==> config.mk <==
export PLATFORM = sky130hd
export DESIGN_NAME = multicycle_control_flat
export DESIGN_NICKNAME = d
export VERILOG_FILES = /design/src/rtl/multicycle_control_if.sv /design/src/rtl/multicycle_control.sv /design/src/flat_wrapper.sv
export SDC_FILE = /design/constraint.sdc
export NUM_CORES = 1
export LEC_CHECK = 0
export ABC_AREA = 1
export CORE_UTILIZATION = 45
export CTS_CLUSTER_DIAMETER = 80
export DETAILED_ROUTE_END_ITERATION = 16
export GPL_TIMING_DRIVEN = 0
export HOLD_SLACK_MARGIN = 0.15
export PLACE_DENSITY = 0.74
export SYNTH_ARGS = -nofsm -noshare
export SYNTH_HDL_FRONTEND = slang
export SYNTH_SLANG_ARGS = --single-unit
==> constraint.sdc <==
create_clock -name clk -period 2.1 [get_ports clk]
set_clock_uncertainty 0.1 [all_clocks]
set_input_delay 0.21 -clock clk [delete_from_list [all_inputs] [get_ports clk]]
set_output_delay 0.21 -clock clk [all_outputs]
set_load 0.01 [all_outputs]
==> src/rtl/multicycle_control_if.sv <==
// Control-unit boundary: instruction fields and flags in, datapath selects,
// enables and memory handshake out.
interface multicycle_control_if;
    logic [6:0]  op;
    logic [2:0]  funct3;
    logic        funct7b5;
    logic        Zero;
    logic        mem_ready;
    logic        mem_req;
    logic [1:0]  Immsrc;
    logic        PCWrite;
    logic        AdrSrc;
    logic        IRWrite;
    logic        MemWrite;
    logic        RegWrite;
    logic [1:0]  ResultSrc;
    logic [1:0]  ALUSrcA;
    logic [1:0]  ALUSrcB;
    logic [2:0]  ALUControl;
    logic        halted;
    logic [31:0] retired;

    modport master (
        input  op, funct3, funct7b5, Zero, mem_ready,
        output mem_req, Immsrc, PCWrite, AdrSrc, IRWrite, MemWrite, RegWrite,
               ResultSrc, ALUSrcA, ALUSrcB, ALUControl, halted, retired
    );

    modport slave (
        output op, funct3, funct7b5, Zero, mem_ready,
        input  mem_req, Immsrc, PCWrite, AdrSrc, IRWrite, MemWrite, RegWrite,
               ResultSrc, ALUSrcA, ALUSrcB, ALUControl, halted, retired
    );
endinterface

==> src/rtl/multicycle_control.sv <==
// Multi-cycle RISC-V control unit: per-instruction FSM driving datapath
// selects/enables, stalling on the memory ready/request handshake.
//
// state  | meaning
// FETCH  | read instruction at PC, PC+4 -> PC when memory ready
// DECODE | compute branch target into ALUOut
// MEMADR | rs1 + imm -> ALUOut (load/store address)
// MEMRD  | load access at ALUOut
// MEMWB  | ReadData -> rd
// MEMWR  | store access at ALUOut
// EXEC_R | rs1 op rs2
// EXEC_I | rs1 op imm
// ALUWB  | ALUOut -> rd
// BRANCH | compare rs1/rs2, take target on beq/bne condition
// JAL    | target -> PC, PC+4 into ALUOut
// TRAP   | illegal instruction, parked until reset
module multicycle_control (
    input logic                  clk,
    input logic                  rst_n,
    multicycle_control_if.master bus
);
    typedef enum logic [3:0] {
        FETCH, DECODE, MEMADR, MEMRD, MEMWB, MEMWR,
        EXEC_R, EXEC_I, ALUWB, BRANCH, JAL, TRAP
    } state_t;

    localparam logic [2:0] ALU_ADD = 3'b000;
    localparam logic [2:0] ALU_SUB = 3'b001;
    localparam logic [2:0] ALU_AND = 3'b010;
    localparam logic [2:0] ALU_OR  = 3'b011;
    localparam logic [2:0] ALU_SLT = 3'b101;

    state_t      state_q, state_d;
    logic [31:0] retired_q;
    logic [2:0]  funct_alu;
    logic        funct_ok;
    logic        retire;

    logic       mem_req_c, pc_write_c, adr_src_c, ir_write_c, mem_write_c, reg_write_c;
    logic [1:0] result_src_c, src_a_c, src_b_c;
    logic [2:0] alu_c;

    always_comb begin
        funct_alu = ALU_ADD;
        funct_ok  = 1'b1;
        case (bus.funct3)
            3'b000:  funct_alu = (bus.funct7b5 && bus.op[5]) ? ALU_SUB : ALU_ADD;
            3'b010:  funct_alu = ALU_SLT;
            3'b110:  funct_alu = ALU_OR;
            3'b111:  funct_alu = ALU_AND;
            default: funct_ok  = 1'b0;
        endcase
    end

    always_comb begin
        state_d      = state_q;
        mem_req_c    = 1'b0;
        pc_write_c   = 1'b0;
        adr_src_c    = 1'b0;
        ir_write_c   = 1'b0;
        mem_write_c  = 1'b0;
        reg_write_c  = 1'b0;
        result_src_c = 2'b00;
        src_a_c      = 2'b00;
        src_b_c      = 2'b00;
        alu_c        = ALU_ADD;
        case (state_q)
            FETCH: begin
                mem_req_c    = 1'b1;
                src_b_c      = 2'b10;
                result_src_c = 2'b10;
                if (bus.mem_ready) begin
                    ir_write_c = 1'b1;
                    pc_write_c = 1'b1;
                    state_d    = DECODE;
                end
            end
            DECODE: begin
                src_a_c = 2'b01;
                src_b_c = 2'b01;
                case (bus.op)
                    7'b0000011, 7'b0100011: state_d = MEMADR;
                    7'b0110011:             state_d = EXEC_R;
                    7'b0010011:             state_d = EXEC_I;
                    7'b1100011:             state_d = BRANCH;
                    7'b1101111:             state_d = JAL;
                    default:                state_d = TRAP;
                endcase
            end
            MEMADR: begin
                src_a_c = 2'b10;
                src_b_c = 2'b01;
                state_d = bus.op[5] ? MEMWR : MEMRD;
            end
            MEMRD: begin
                mem_req_c = 1'b1;
                adr_src_c = 1'b1;
                if (bus.mem_ready) state_d = MEMWB;
            end
            MEMWB: begin
                result_src_c = 2'b01;
                reg_write_c  = 1'b1;
                state_d      = FETCH;
            end
            MEMWR: begin
                mem_req_c   = 1'b1;
                adr_src_c   = 1'b1;
                mem_write_c = bus.mem_ready;
                if (bus.mem_ready) state_d = FETCH;
            end
            EXEC_R, EXEC_I: begin
                src_a_c = 2'b10;
                src_b_c = (state_q == EXEC_I) ? 2'b01 : 2'b00;
                alu_c   = funct_alu;
                state_d = funct_ok ? ALUWB : TRAP;
            end
            ALUWB: begin
                reg_write_c = 1'b1;
                state_d     = FETCH;
            end
            BRANCH: begin
                src_a_c    = 2'b10;
                alu_c      = ALU_SUB;
                pc_write_c = bus.Zero ^ bus.funct3[0];
                state_d    = FETCH;
            end
            JAL: begin
                src_a_c    = 2'b01;
                src_b_c    = 2'b10;
                pc_write_c = 1'b1;
                state_d    = ALUWB;
            end
            TRAP:    state_d = TRAP;
            default: state_d = FETCH;
        endcase
    end

    // Every instruction-ending state returns to FETCH; MEMWR only once the store lands.
    assign retire = (state_q == MEMWB) || (state_q == ALUWB) || (state_q == BRANCH)
                 || ((state_q == MEMWR) && bus.mem_ready);

    always_ff @(posedge clk or negedge rst_n) begin
        if (!rst_n) begin
            state_q   <= FETCH;
            retired_q <= 32'd0;
        end else begin
            state_q <= state_d;
            if (retire) retired_q <= retired_q + 32'd1;
        end
    end

    // State already reads FETCH during reset; gating keeps memory and write strobes quiet.
    assign bus.mem_req    = mem_req_c   & rst_n;
    assign bus.PCWrite    = pc_write_c  & rst_n;
    assign bus.IRWrite    = ir_write_c  & rst_n;
    assign bus.MemWrite   = mem_write_c & rst_n;
    assign bus.RegWrite   = reg_write_c & rst_n;
    assign bus.AdrSrc     = adr_src_c;
    assign bus.ResultSrc  = result_src_c;
    assign bus.ALUSrcA    = src_a_c;
    assign bus.ALUSrcB    = src_b_c;
    assign bus.ALUControl = alu_c;
    assign bus.halted     = (state_q == TRAP);
    assign bus.retired    = retired_q;

    always_comb begin
        case (bus.op)
            7'b0100011: bus.Immsrc = 2'b01;
            7'b1100011: bus.Immsrc = 2'b10;
            7'b1101111: bus.Immsrc = 2'b11;
            default:    bus.Immsrc = 2'b00;
        endcase
    end
endmodule

==> src/flat_wrapper.sv <==
// flat-port wrapper written by rule: the top's interface ports become plain ports
module multicycle_control_flat 
  (clk, rst_n, bus_op, bus_funct3, bus_funct7b5, bus_Zero, bus_mem_ready, bus_mem_req, bus_Immsrc, bus_PCWrite, bus_AdrSrc, bus_IRWrite, bus_MemWrite, bus_RegWrite, bus_ResultSrc, bus_ALUSrcA, bus_ALUSrcB, bus_ALUControl, bus_halted, bus_retired);
  multicycle_control_if bus_i ();
  input logic clk;
  input logic rst_n;
  input wire logic [$bits(bus_i.op)-1:0] bus_op;
  input wire logic [$bits(bus_i.funct3)-1:0] bus_funct3;
  input wire logic [$bits(bus_i.funct7b5)-1:0] bus_funct7b5;
  input wire logic [$bits(bus_i.Zero)-1:0] bus_Zero;
  input wire logic [$bits(bus_i.mem_ready)-1:0] bus_mem_ready;
  output wire logic [$bits(bus_i.mem_req)-1:0] bus_mem_req;
  output wire logic [$bits(bus_i.Immsrc)-1:0] bus_Immsrc;
  output wire logic [$bits(bus_i.PCWrite)-1:0] bus_PCWrite;
  output wire logic [$bits(bus_i.AdrSrc)-1:0] bus_AdrSrc;
  output wire logic [$bits(bus_i.IRWrite)-1:0] bus_IRWrite;
  output wire logic [$bits(bus_i.MemWrite)-1:0] bus_MemWrite;
  output wire logic [$bits(bus_i.RegWrite)-1:0] bus_RegWrite;
  output wire logic [$bits(bus_i.ResultSrc)-1:0] bus_ResultSrc;
  output wire logic [$bits(bus_i.ALUSrcA)-1:0] bus_ALUSrcA;
  output wire logic [$bits(bus_i.ALUSrcB)-1:0] bus_ALUSrcB;
  output wire logic [$bits(bus_i.ALUControl)-1:0] bus_ALUControl;
  output wire logic [$bits(bus_i.halted)-1:0] bus_halted;
  output wire logic [$bits(bus_i.retired)-1:0] bus_retired;
  assign bus_i.op = bus_op;
  assign bus_i.funct3 = bus_funct3;
  assign bus_i.funct7b5 = bus_funct7b5;
  assign bus_i.Zero = bus_Zero;
  assign bus_i.mem_ready = bus_mem_ready;
  assign bus_mem_req = bus_i.mem_req;
  assign bus_Immsrc = bus_i.Immsrc;
  assign bus_PCWrite = bus_i.PCWrite;
  assign bus_AdrSrc = bus_i.AdrSrc;
  assign bus_IRWrite = bus_i.IRWrite;
  assign bus_MemWrite = bus_i.MemWrite;
  assign bus_RegWrite = bus_i.RegWrite;
  assign bus_ResultSrc = bus_i.ResultSrc;
  assign bus_ALUSrcA = bus_i.ALUSrcA;
  assign bus_ALUSrcB = bus_i.ALUSrcB;
  assign bus_ALUControl = bus_i.ALUControl;
  assign bus_halted = bus_i.halted;
  assign bus_retired = bus_i.retired;
  multicycle_control u_core (.clk(clk), .rst_n(rst_n), .bus(bus_i));
endmodule
==> results of run 1 <==
-- final cells by class --
cell class	count	area share, %
clock buffers	7	2.70
clock inverters	1	0.841
well taps	72	2.52
inverters	56	5.89
plain buffers	4	1.65
repair buffers	71	20.2
flip-flops and latches	36	25.3
multi-input cells	315	40.9
-- worst register-to-register path, stage by stage, from the launching register on --
cell     delay, ns
dfrtp_1       0.47
ha_1          0.25
nand3_2       0.13
nor2_1        0.16
nand2_1       0.16
nor2_1        0.27
nand2_1       0.11
xnor2_1       0.13
-- worst min-delay path by stage --
stage | startpoint | to | slack [ns] | cells after the start
global route | bus_op[5] | u_core.state_q[1] | 0.23 | 2
global placement | u_core.bus.retired[14] | u_core.bus.retired[14] | 0.41 | 1
detailed placement | rst_n | u_core.bus.retired[3] | 0.26 | 1
finish | bus_op[5] | u_core.state_q[1] | 0.19 | 2
floorplan | rst_n | u_core.bus.retired[0] | -0.19 | 0
CTS | rst_n | u_core.bus.retired[3] | 0.34 | 3
-- routing by layer --
| metal | vias to the layer above | global-route usage [%] | wire length, um |
|---|---|---|---|
| li1 | 1406 | - | - |
| met1 | 1265 | 30.4 | 3130 |
| met2 | 79 | 43.8 | 3490 |
| met3 | 15 | 3.88 | 301 |
| met4 | 0 | 7.55 | 151 |
| met5 | - | 0 | 0 |
-- cell families (layout without fill, tap and decap cells) --
group | after synthesis | in the layout | synth area share (%)
compound gates | 15 | 15 | 3.28
xor+xnor | 14 | 14 | 5.02
fa+ha+maj | 1 | 1 | 0.483
buf+inv | 60 | 139 | 10.4
flops | 36 | 36 | 34.8
simple gates | 285 | 285 | 46.1
-- timing repair --
item,CTS,global route
pin swaps,1,2
gates resized for setup,12,16
hold buffers,2,0
hold endpoints to repair,36,0
endpoints found under the setup margin,10,8
buffers inserted,1,4
-- where the power goes --
group	leakage [nW]	internal, mW	switching [mW]
clock network	0.0645	0.419	0.271
registers	0.481	0.784	0.126
logic	1.16	0.668	0.785
-- through the flow --
step | instance area [um2] | setup TNS, ns | utilization [%] | instances
after global placement | 3320 | -10.38 | 60.0 | 547
after CTS | 3490 | -0.132 | 63.0 | 558
after floorplan | 2590 | 0 | - | 411
final | 3570 | 0 | 64.4 | 562
after detailed placement | 3320 | -0.392 | 59.9 | 547
after global routing | 3570 | -0.00969 | 64.4 | 562
-- registers in the layout, summed over array words and instances, names as in the netlist --
| name | cells |
|---|---|
| u_core.state_q | 4 |
| u_core.bus.retired | 32 |
-- cell usage in the layout (no fill, tap or decap), types with 2 or more instances in the layout --
master           netlist  final
nor2_2                 1      2
nand2_2                4      6
buf_12                 2      3
dfrtp_2                0      2
nor2_4                 2      5
inv_1                 53     52
buf_4                  1      7
xor2_1                 4      4
nor2_1                74     70
nand3_2                2      3
clkbuf_8               0      7
xnor2_1                9      9
inv_2                  3      4
a21oi_1                2      2
nand3_1               22     21
o211ai_1               2      2
clkdlybuf4s50_1        0     50
nand3b_1               2      2
o21ai_0                3      3
nor3_1                 4      3
nand2_4                2      2
nand4_1                5      5
nand2_1              165    163
dfrtp_1               36     34
o21ai_1                6      6
dlymetal6s2s_1         0      8
dlygate4sd2_1          0      5
==> reports/metrics.cfg, run 1 <==
[clock_network]
path_clk_slew_ns=0.07
cts_num_sinks=36
clk_root_buffer_cell=clkbuf_8
cts_buf_count=5
cts_buffer_depth=2
tritoncts_clock_tree=done
worstSkewPairLatency_ns=0.30
cts_htree_levels=2

[detailed_routing]
drc_errors=0
vias=2765
finalWirelength_um=7080
drt_first_iter_violations=150
avg_wl_per_cell_um=12.6
firstDrtPassIters=4
ant_nets=0
via_per_inst=4.92

[timing]
fin_worst_hold_slack_ns=0.188
finalSetupViolations=0
final.period_utilization_pct=96.5
final_critical_path_setup_slack_ns=0.0738
max_freq_mhz=494
timing.max_slew.rel_slack_pct=77.0
min_period_ns=2.03
hold_violations=0
max_slew.worst_pin.slew_ns=0.344
finalMaxSlewViolations=0

[floorplanning]
dieArea_mm2=0.00607
die_y_um=77.9
floorplan.core_area_mm2=0.00554
placementRows=27
initial_utilization_pct=46.8
dieWidth_um=77.9
i_o_pin_cnt=65

[setup_path]
endpoint=bus_ALUControl[0]
rr_endpoint=u_core.bus.retired[12]
critical_path_cell_count=6
maximum_fanout_count_along_the_critical_path=5
critical_path_required_ns=1.79
critPathSlowestCell=clkdlybuf4s50_1
critPathMostFrequentCell=inv_2
worst_setup_path_end_kind=primary output
critical_path_class=register to primary output
r2r_slack_ns=0.19
cpLargestDelayFamily=buffers and inverters
worst_path_largest_cell_delay_ns=0.53
critPathArrivalTime_ns=1.72
worstRegToRegCells=7
r2r-start=u_core.bus.retired[0]
crit_buf_inv=3
setup.worst_path.start=u_core.state_q[1]
startpoint_kind_of_the_worst_setup_timing_path=register
crit_path_cell_trace=inv_2, nand2_2, inv_2, nand2_4, nand2_1, clkdlybuf4s50_1

[global_routing]
grt_start_max_net_pins=37
grt_pass1_vias=2636
leftover_overflow_at_the_end_of_global_routing=0
antenna_found_initial=0
grt_first_pass_wirelength_um=11800
gr-usage-all-layers_pct=24.7

[yosys]
share_of_flip_flops_with_an_asynchronous_set_or_reset_after_synthesis_pct=100
synth-main-ff-cell=dfrtp_1
syn_area_per_cell_um2=6.30
yosys.cell_count.top_type=nand2_1
synthesis.nets=427
synth_seq_cells=36
yosysTopAreaCellShare_pct=34.8
cell_area_after_technology_mapping_mm2=0.00259
seq_area_frac_synth_pct=34.8
post-synth-top-area-cell=dfrtp_1
warning_count_from_the_yosys_run=0
yosysUniqueCellTypes=29
netlist_top_cells_area=dfrtp_1 35%, nand2_1 24%, nor2_1 11%
synth-edff-count=0
synth_cells=411
synth_commonest_cells=165 x nand2_1, 74 x nor2_1, 53 x inv_1

[final_layout]
layout_filler_cell_count=513
layout_cell_share_with_drive_strength_beyond_1_pct=9.39
nets=505
num_antenna_cells=0
seqCellArea_um2=903
areaGrowthSynthToFinish_pct=37.8
footprint_of_the_multi_input_gates_mm2=0.00146

[min_path]
min_path_type=input pin to register

[pwr]
power_density_mw_per_mm2=855
power.leakage_nw=1.70
fin_total_pwr_mw=3.05
worst_ir_drop_on_vdd_v=0.000733

[run]
cap_violations=0

[placement]
globalplace.congestion=0.925
place_ws_ns=-0.141
place.port_buffers=64
dp_hpwl_um=5280

[status]
outcome=complete, no violations

Power figures use the tool's default switching activity.
==> run 2: changes to the inputs <==
--- a/config.mk
+++ b/config.mk
@@ -5,13 +5,14 @@
 export SDC_FILE = /design/constraint.sdc
 export NUM_CORES = 1
 export LEC_CHECK = 0
-export ABC_AREA = 1
+export ABC_CLOCK_PERIOD_IN_PS = 2100
+export CORE_MARGIN = 3
 export CORE_UTILIZATION = 45
 export CTS_CLUSTER_DIAMETER = 80
 export DETAILED_ROUTE_END_ITERATION = 16
 export GPL_TIMING_DRIVEN = 0
 export HOLD_SLACK_MARGIN = 0.15
-export PLACE_DENSITY = 0.74
+export PLACE_DENSITY = 0.78
 export SYNTH_ARGS = -nofsm -noshare
 export SYNTH_HDL_FRONTEND = slang
 export SYNTH_SLANG_ARGS = --single-unit
==> run 2 against run 1 <==
The run now ends with hold timing, setup timing left. Highest routed layer unchanged. Largest power group unchanged. Largest cell class unchanged. Clock power fell by 26%. Flip-flop and latch count stayed put. Routed wire length fell by 23%. Global-route usage decreased by 4.3 points. Critical path depth decreased by 1. Total power down 7.4%. Final area decreased by 13%. Critical endpoint is now u_core.bus.retired[22].
==> reports/metrics.cfg, run 2 <==
[yosys]
syn_area_per_cell_um2=9.14
cell_area_after_technology_mapping_mm2=0.00209
synthesis.nets=245
synth-main-ff-cell=dfrtp_1
share_of_flip_flops_with_an_asynchronous_set_or_reset_after_synthesis_pct=100
post-synth-top-area-cell=dfrtp_1
synth_commonest_cells=36 x dfrtp_1, 26 x nand2_1, 25 x xnor2_1
warning_count_from_the_yosys_run=0
synth_cells=229
yosys.cell_count.top_type=dfrtp_1
yosysUniqueCellTypes=45
synth_seq_cells=36
yosysTopAreaCellShare_pct=43.0
synth-edff-count=0
netlist_top_cells_area=dfrtp_1 43%, xnor2_1 10%, nand2_1 4.7%
seq_area_frac_synth_pct=43.0

[global_routing]
leftover_overflow_at_the_end_of_global_routing=0
grt_first_pass_wirelength_um=8580
grt_pass1_vias=1819
antenna_found_initial=0
grt_start_max_net_pins=42
gr-usage-all-layers_pct=20.3

[clock_network]
cts_buf_count=5
cts_buffer_depth=2
cts_num_sinks=36
tritoncts_clock_tree=done
cts_htree_levels=2
path_clk_slew_ns=0.07
worstSkewPairLatency_ns=0.29
clk_root_buffer_cell=clkbuf_8

[pwr]
share_comb_of_total_power_pct=49.5
worst_ir_drop_on_vdd_v=0.000676
clock_power_share_pct=18.1
switching_share_pct=39.3
fin_total_pwr_mw=2.83
sequentialPowerShare_pct=32.4
power.leakage_nw=1.39
p_sw_mw=1.11
power_density_mw_per_mm2=913
power_report.internal_total_mw=1.72

[detailed_routing]
vias=1992
finalWirelength_um=5430
avg_wl_per_cell_um=14.9
maxUsedRoutingLayer=met4
via_per_inst=5.47
drc_errors=0
met3RoutedLength_um=316
drt_first_iter_violations=85
routed-wl-met2_um=2620
ant_nets=0
firstDrtPassIters=4
wirelength_met1_um=2390

[floorplanning]
placementRows=24
floorplan.core_area_mm2=0.00441
dieWidth_um=74.2
initial_utilization_pct=47.4
dieArea_mm2=0.00551
die_y_um=74.2
i_o_pin_cnt=65

[final_layout]
areaGrowthSynthToFinish_pct=48.0
layout_cell_share_with_drive_strength_beyond_1_pct=18.6
final_util_pct=70.2
num_antenna_cells=0
finish.instance_area_mm2=0.00310
largest_register_ffs=32
most-common-layout-cells=45 x clkdlybuf4s50_1, 32 x dfrtp_1, 26 x nand2_1
nets=327
layout.cells.most_common=clkdlybuf4s50_1

[placement]
globalplace.congestion=0.846
place.port_buffers=64
dp_hpwl_um=3640
dpl_cell_area_mm2=0.00280
place_ws_ns=-0.516

[timing]
finalSetupViolations=2
min_period_ns=2.12
grt_setup_unrepaired=true
final_critical_path_setup_slack_ns=-0.0192
fin_worst_hold_slack_ns=-0.0738
max_freq_mhz=472
timing.setup.tns_ns=-0.0207
hold_violations=36
finalMaxSlewViolations=0
timing.max_slew.rel_slack_pct=42.9
final.period_utilization_pct=101
max_slew.worst_pin.slew_ns=0.857

[setup_path]
endpoint=u_core.bus.retired[22]
worst_path_largest_cell_delay_ns=0.60
critPathArrivalTime_ns=2.19
maximum_fanout_count_along_the_critical_path=5
crit_path_cell_trace=nand4_2, or4_4, or4b_4, nand2b_4, xnor2_1
r2r-start=u_core.bus.retired[5]
critical_path_required_ns=2.17
worstRegToRegCells=5
worst_setup_path_end_kind=register
critical_path_class=register to register
setup.worst_path.start=u_core.bus.retired[5]
rr_endpoint=u_core.bus.retired[22]
startpoint_kind_of_the_worst_setup_timing_path=register
critPathSlowestCell=or4b_4
r2r_slack_ns=-0.02

[run]
cap_violations=0

[min_path]
min_path_type=input pin to asynchronous set/reset pin

[status]
violations=hold timing, setup timing
outcome=finished with violations

run 2: worst max-delay path: cells and delay by family, from the launching register on:
kind	cells	cell delay, ns
xor+xnor	1	0.13
flops	1	0.40
simple gates	4	1.37
run 2: routing by layer:
layer | vias up | GRT usage, %
li1 | 966 | -
met1 | 952 | 27.8
met2 | 61 | 31.5
met3 | 13 | 4.73
met4 | 0 | 7.44
met5 | - | 0
run 2: per-stage QoR:
step | hold WS, ns | cells
2_1_floorplan | -0.186 | 229
4_1_cts | -0.0550 | 360
5_1_grt | -0.0174 | 364
6_report | -0.0738 | 364
3_5_place_dp | 0.263 | 345
3_3_place_gp | 0.362 | 345
run 2: timing repair:
action                     CTS  global route
setup buffers                9             3
pin swaps                    7             5
setup endpoints to repair   36            26
gates resized for setup     40            26
gates cloned                 0             1
hold endpoints to repair    36            36
run 2: logic make-up after synthesis:
logic type | count (synthesis) | synth area share (%)
AOI/OAI and AO/OA | 23 | 7.29
xor gates and xnor gates | 35 | 14.6
adders and majority gates | 1 | 0.598
buffers and inverters | 16 | 3.23
DFF | 36 | 43.0
and+or+nand+nor | 118 | 31.2
run 2: area by class of cell:
class,instances,area [um2]
flip-flops and latches,36,906
repair buffers,76,707
well taps,52,65.1
multi-input cells,178,1240
fillers,348,1320
plain buffers,7,55.1
inverters,7,26.3
clock inverters,1,7.51
clock buffers,7,86.3
run 2: worst min path at each step:
stage               depth (start not counted)                endpoint
floorplan                                   0   u_core.bus.retired[0]
global placement                            1  u_core.bus.retired[31]
detailed placement                          1  u_core.bus.retired[16]
CTS                                         1  u_core.bus.retired[25]
global route                                1  u_core.bus.retired[25]
finish                                      1  u_core.bus.retired[25]
run 2: power groups by stage:
stage | sequential [mW] | clock, mW | combinational, mW
5_1_grt | 0.930 | 0.550 | 1.54
4_1_cts | 0.915 | 0.522 | 1.34
6_report | 0.916 | 0.513 | 1.40
2_1_floorplan | 0.921 | 0 | 0.718
3_5_place_dp | 0.921 | 0 | 1.26
3_3_place_gp | 0.919 | 0 | 1.25
==> run 3: changes to the inputs <==
--- a/config.mk
+++ b/config.mk
@@ -6,13 +6,14 @@
 export NUM_CORES = 1
 export LEC_CHECK = 0
 export ABC_CLOCK_PERIOD_IN_PS = 2100
+export CORE_ASPECT_RATIO = 1.2
 export CORE_MARGIN = 3
-export CORE_UTILIZATION = 45
+export CORE_UTILIZATION = 47
 export CTS_CLUSTER_DIAMETER = 80
 export DETAILED_ROUTE_END_ITERATION = 16
 export GPL_TIMING_DRIVEN = 0
 export HOLD_SLACK_MARGIN = 0.15
-export PLACE_DENSITY = 0.78
+export PLACE_DENSITY = 0.81
 export SYNTH_ARGS = -nofsm -noshare
 export SYNTH_HDL_FRONTEND = slang
 export SYNTH_SLANG_ARGS = --single-unit
==> run 3 against run 2 <==
Global-route usage rose by 2.5 points. Flip-flop and latch count unchanged. The flow finishes with violations (hold timing). Via count is 2.0% higher. Sequential power grew 0.7%. Largest power group unchanged. Sequential share of layout area shrank 0.089 points. Clock-buffer cell count down 2. Total power grew 5.9%. Combinational power up 5%. Cell count increased by 1.1%. Clock power is 18% higher. Critical path depth increased by 1. Final area increased by 0.44%.
==> reports/metrics.cfg, run 3 (synthesized netlist as in run 2, its figures left out) <==
[status]
outcome=finished with violations
violations=hold timing

[final_layout]
final_cell_count_no_fill=368
nets=329
layout_cell_share_with_drive_strength_beyond_1_pct=17.8
num_antenna_cells=0
seqCellArea_um2=907
layout_filler_cell_count=302
footprint_of_the_multi_input_gates_mm2=0.00122
most-common-layout-cells=47 x clkdlybuf4s50_1, 31 x dfrtp_1, 26 x nand2_1
areaGrowthSynthToFinish_pct=48.7
final_util_pct=75.9
largest_register_ffs=32
layout.cells.most_common=clkdlybuf4s50_1

[timing]
fin_worst_hold_slack_ns=-0.0675
max_slew.worst_pin.slew_ns=0.862
grt_setup_unrepaired=true
final_critical_path_setup_slack_ns=0.0155
final.period_utilization_pct=99.3
timing.setup.tns_ns=0
max_freq_mhz=480
finalMaxSlewViolations=0
hold_violations=36
finalSetupViolations=0
min_period_ns=2.08
timing.max_slew.rel_slack_pct=42.5

[detailed_routing]
drc_errors=0
firstDrtPassIters=4
finalWirelength_um=5490
vias=2031
ant_nets=0
avg_wl_per_cell_um=14.9
drt_first_iter_violations=130
via_per_inst=5.52

[clock_network]
worstSkewPairLatency_ns=0.29
cts_buf_count=5
cts_htree_levels=2
path_clk_slew_ns=0.08
tritoncts_clock_tree=done
clk_root_buffer_cell=clkbuf_8
cts_buffer_depth=2
cts_num_sinks=36

[pwr]
worst_ir_drop_on_vdd_v=0.000592
power_density_mw_per_mm2=963
power.leakage_nw=1.39

[setup_path]
critPathSlowestCell=dfrtp_2
crit_path_cell_trace=nand2b_1, o21a_2, or2_2, clkbuf_1, nor4_1, xnor2_1
critical_path_class=register to register
startpoint_kind_of_the_worst_setup_timing_path=register
worst_path_largest_cell_delay_ns=0.47
maximum_fanout_count_along_the_critical_path=8
worst_setup_path_end_kind=register
crit_buf_inv=1
critPathArrivalTime_ns=2.20
cpLargestDelayFamily=simple AND/OR/NAND/NOR gates
critical_path_required_ns=2.21

[global_routing]
leftover_overflow_at_the_end_of_global_routing=0
grt_first_pass_wirelength_um=9250
grt_start_max_net_pins=42
grt_pass1_vias=2003
gr-usage-all-layers_pct=22.8
antenna_found_initial=0

[placement]
globalplace.congestion=0.880
place.port_buffers=64
dp_hpwl_um=3710
numPlacedInstances=347
place_ws_ns=-0.491

[min_path]
min_path_type=input pin to asynchronous set/reset pin

[floorplanning]
initial_utilization_pct=51.1
i_o_pin_cnt=65
die_y_um=79.1
dieArea_mm2=0.00529
floorplan.core_area_mm2=0.00410
dieWidth_um=66.9
placementRows=25

[run]
cap_violations=0

==> run 3: cell count changes in the layout (fill, tap and decap cells not counted), moves of 2 or more <==
cell             previous run  this run
buf_4                      12        14
dlymetal6s2s_1              3         1
clkdlybuf4s50_1            45        47
nor2_1                     19        21
==> run 3: repair_timing <==
item / CTS / global route
pin swaps: 3 / 3
setup buffers: 13 / 1
gates resized for setup: 39 / 17
endpoints found under the hold margin: 36 / 36
cloned: 0 / 1
endpoints found under the setup margin: 37 / 24
==> run 3: layer usage <==
metal,GRT usage (%),up-vias,part of all wire (%)
met1,27.4,957,41
met4,11.2,0,2.5
met2,38.2,86,51
met3,4.67,17,5.6
li1,-,971,-
met5,0,-,0
==> run 3: path summary, 6_finish.rpt <==
kind	startpoint	to	slack, ns	cells past startpoint
worst max-delay path	u_core.state_q[2]	u_core.bus.retired[9]	0.02	6
worst min-delay path	rst_n	u_core.bus.retired[27]	-0.07	1
worst max register to register	u_core.state_q[2]	u_core.bus.retired[9]	0.02	6
worst min register to register	u_core.bus.retired[31]	u_core.bus.retired[31]	0.37	1
max in group asynchronous	rst_n	u_core.bus.retired[4]	1.37	1
min in group clk	u_core.bus.retired[31]	u_core.bus.retired[31]	0.37	1
==> run 3: area by class of cell <==
| class | count | share of cell area [%] |
|---|---|---|
| inverter | 7 | 0.844 |
| clock buffer | 5 | 2.21 |
| clock inverter | 3 | 1.37 |
| tap | 54 | 2.17 |
| buffer | 7 | 1.69 |
| sequential | 36 | 29.2 |
| multi-input combinational | 177 | 39.4 |
| timing repair buffer | 79 | 23.2 |
==> run 3: through the flow <==
stage / power (mW) / area [um2]
after CTS: 2.93 / 3060
after floorplan: 1.64 / 2100
final: 3.00 / 3110
after global routing: 3.18 / 3110
after detailed placement: 2.19 / 2810
after global placement: 2.17 / 2810
==> run 3: where the power goes <==
| group | internal, mW | total, mW | leakage [nW] | switching, mW |
|---|---|---|---|---|
| clock | 0.351 | 0.605 | 0.0541 | 0.254 |
| sequential | 0.791 | 0.922 | 0.471 | 0.131 |
| combinational | 0.693 | 1.47 | 0.862 | 0.775 |
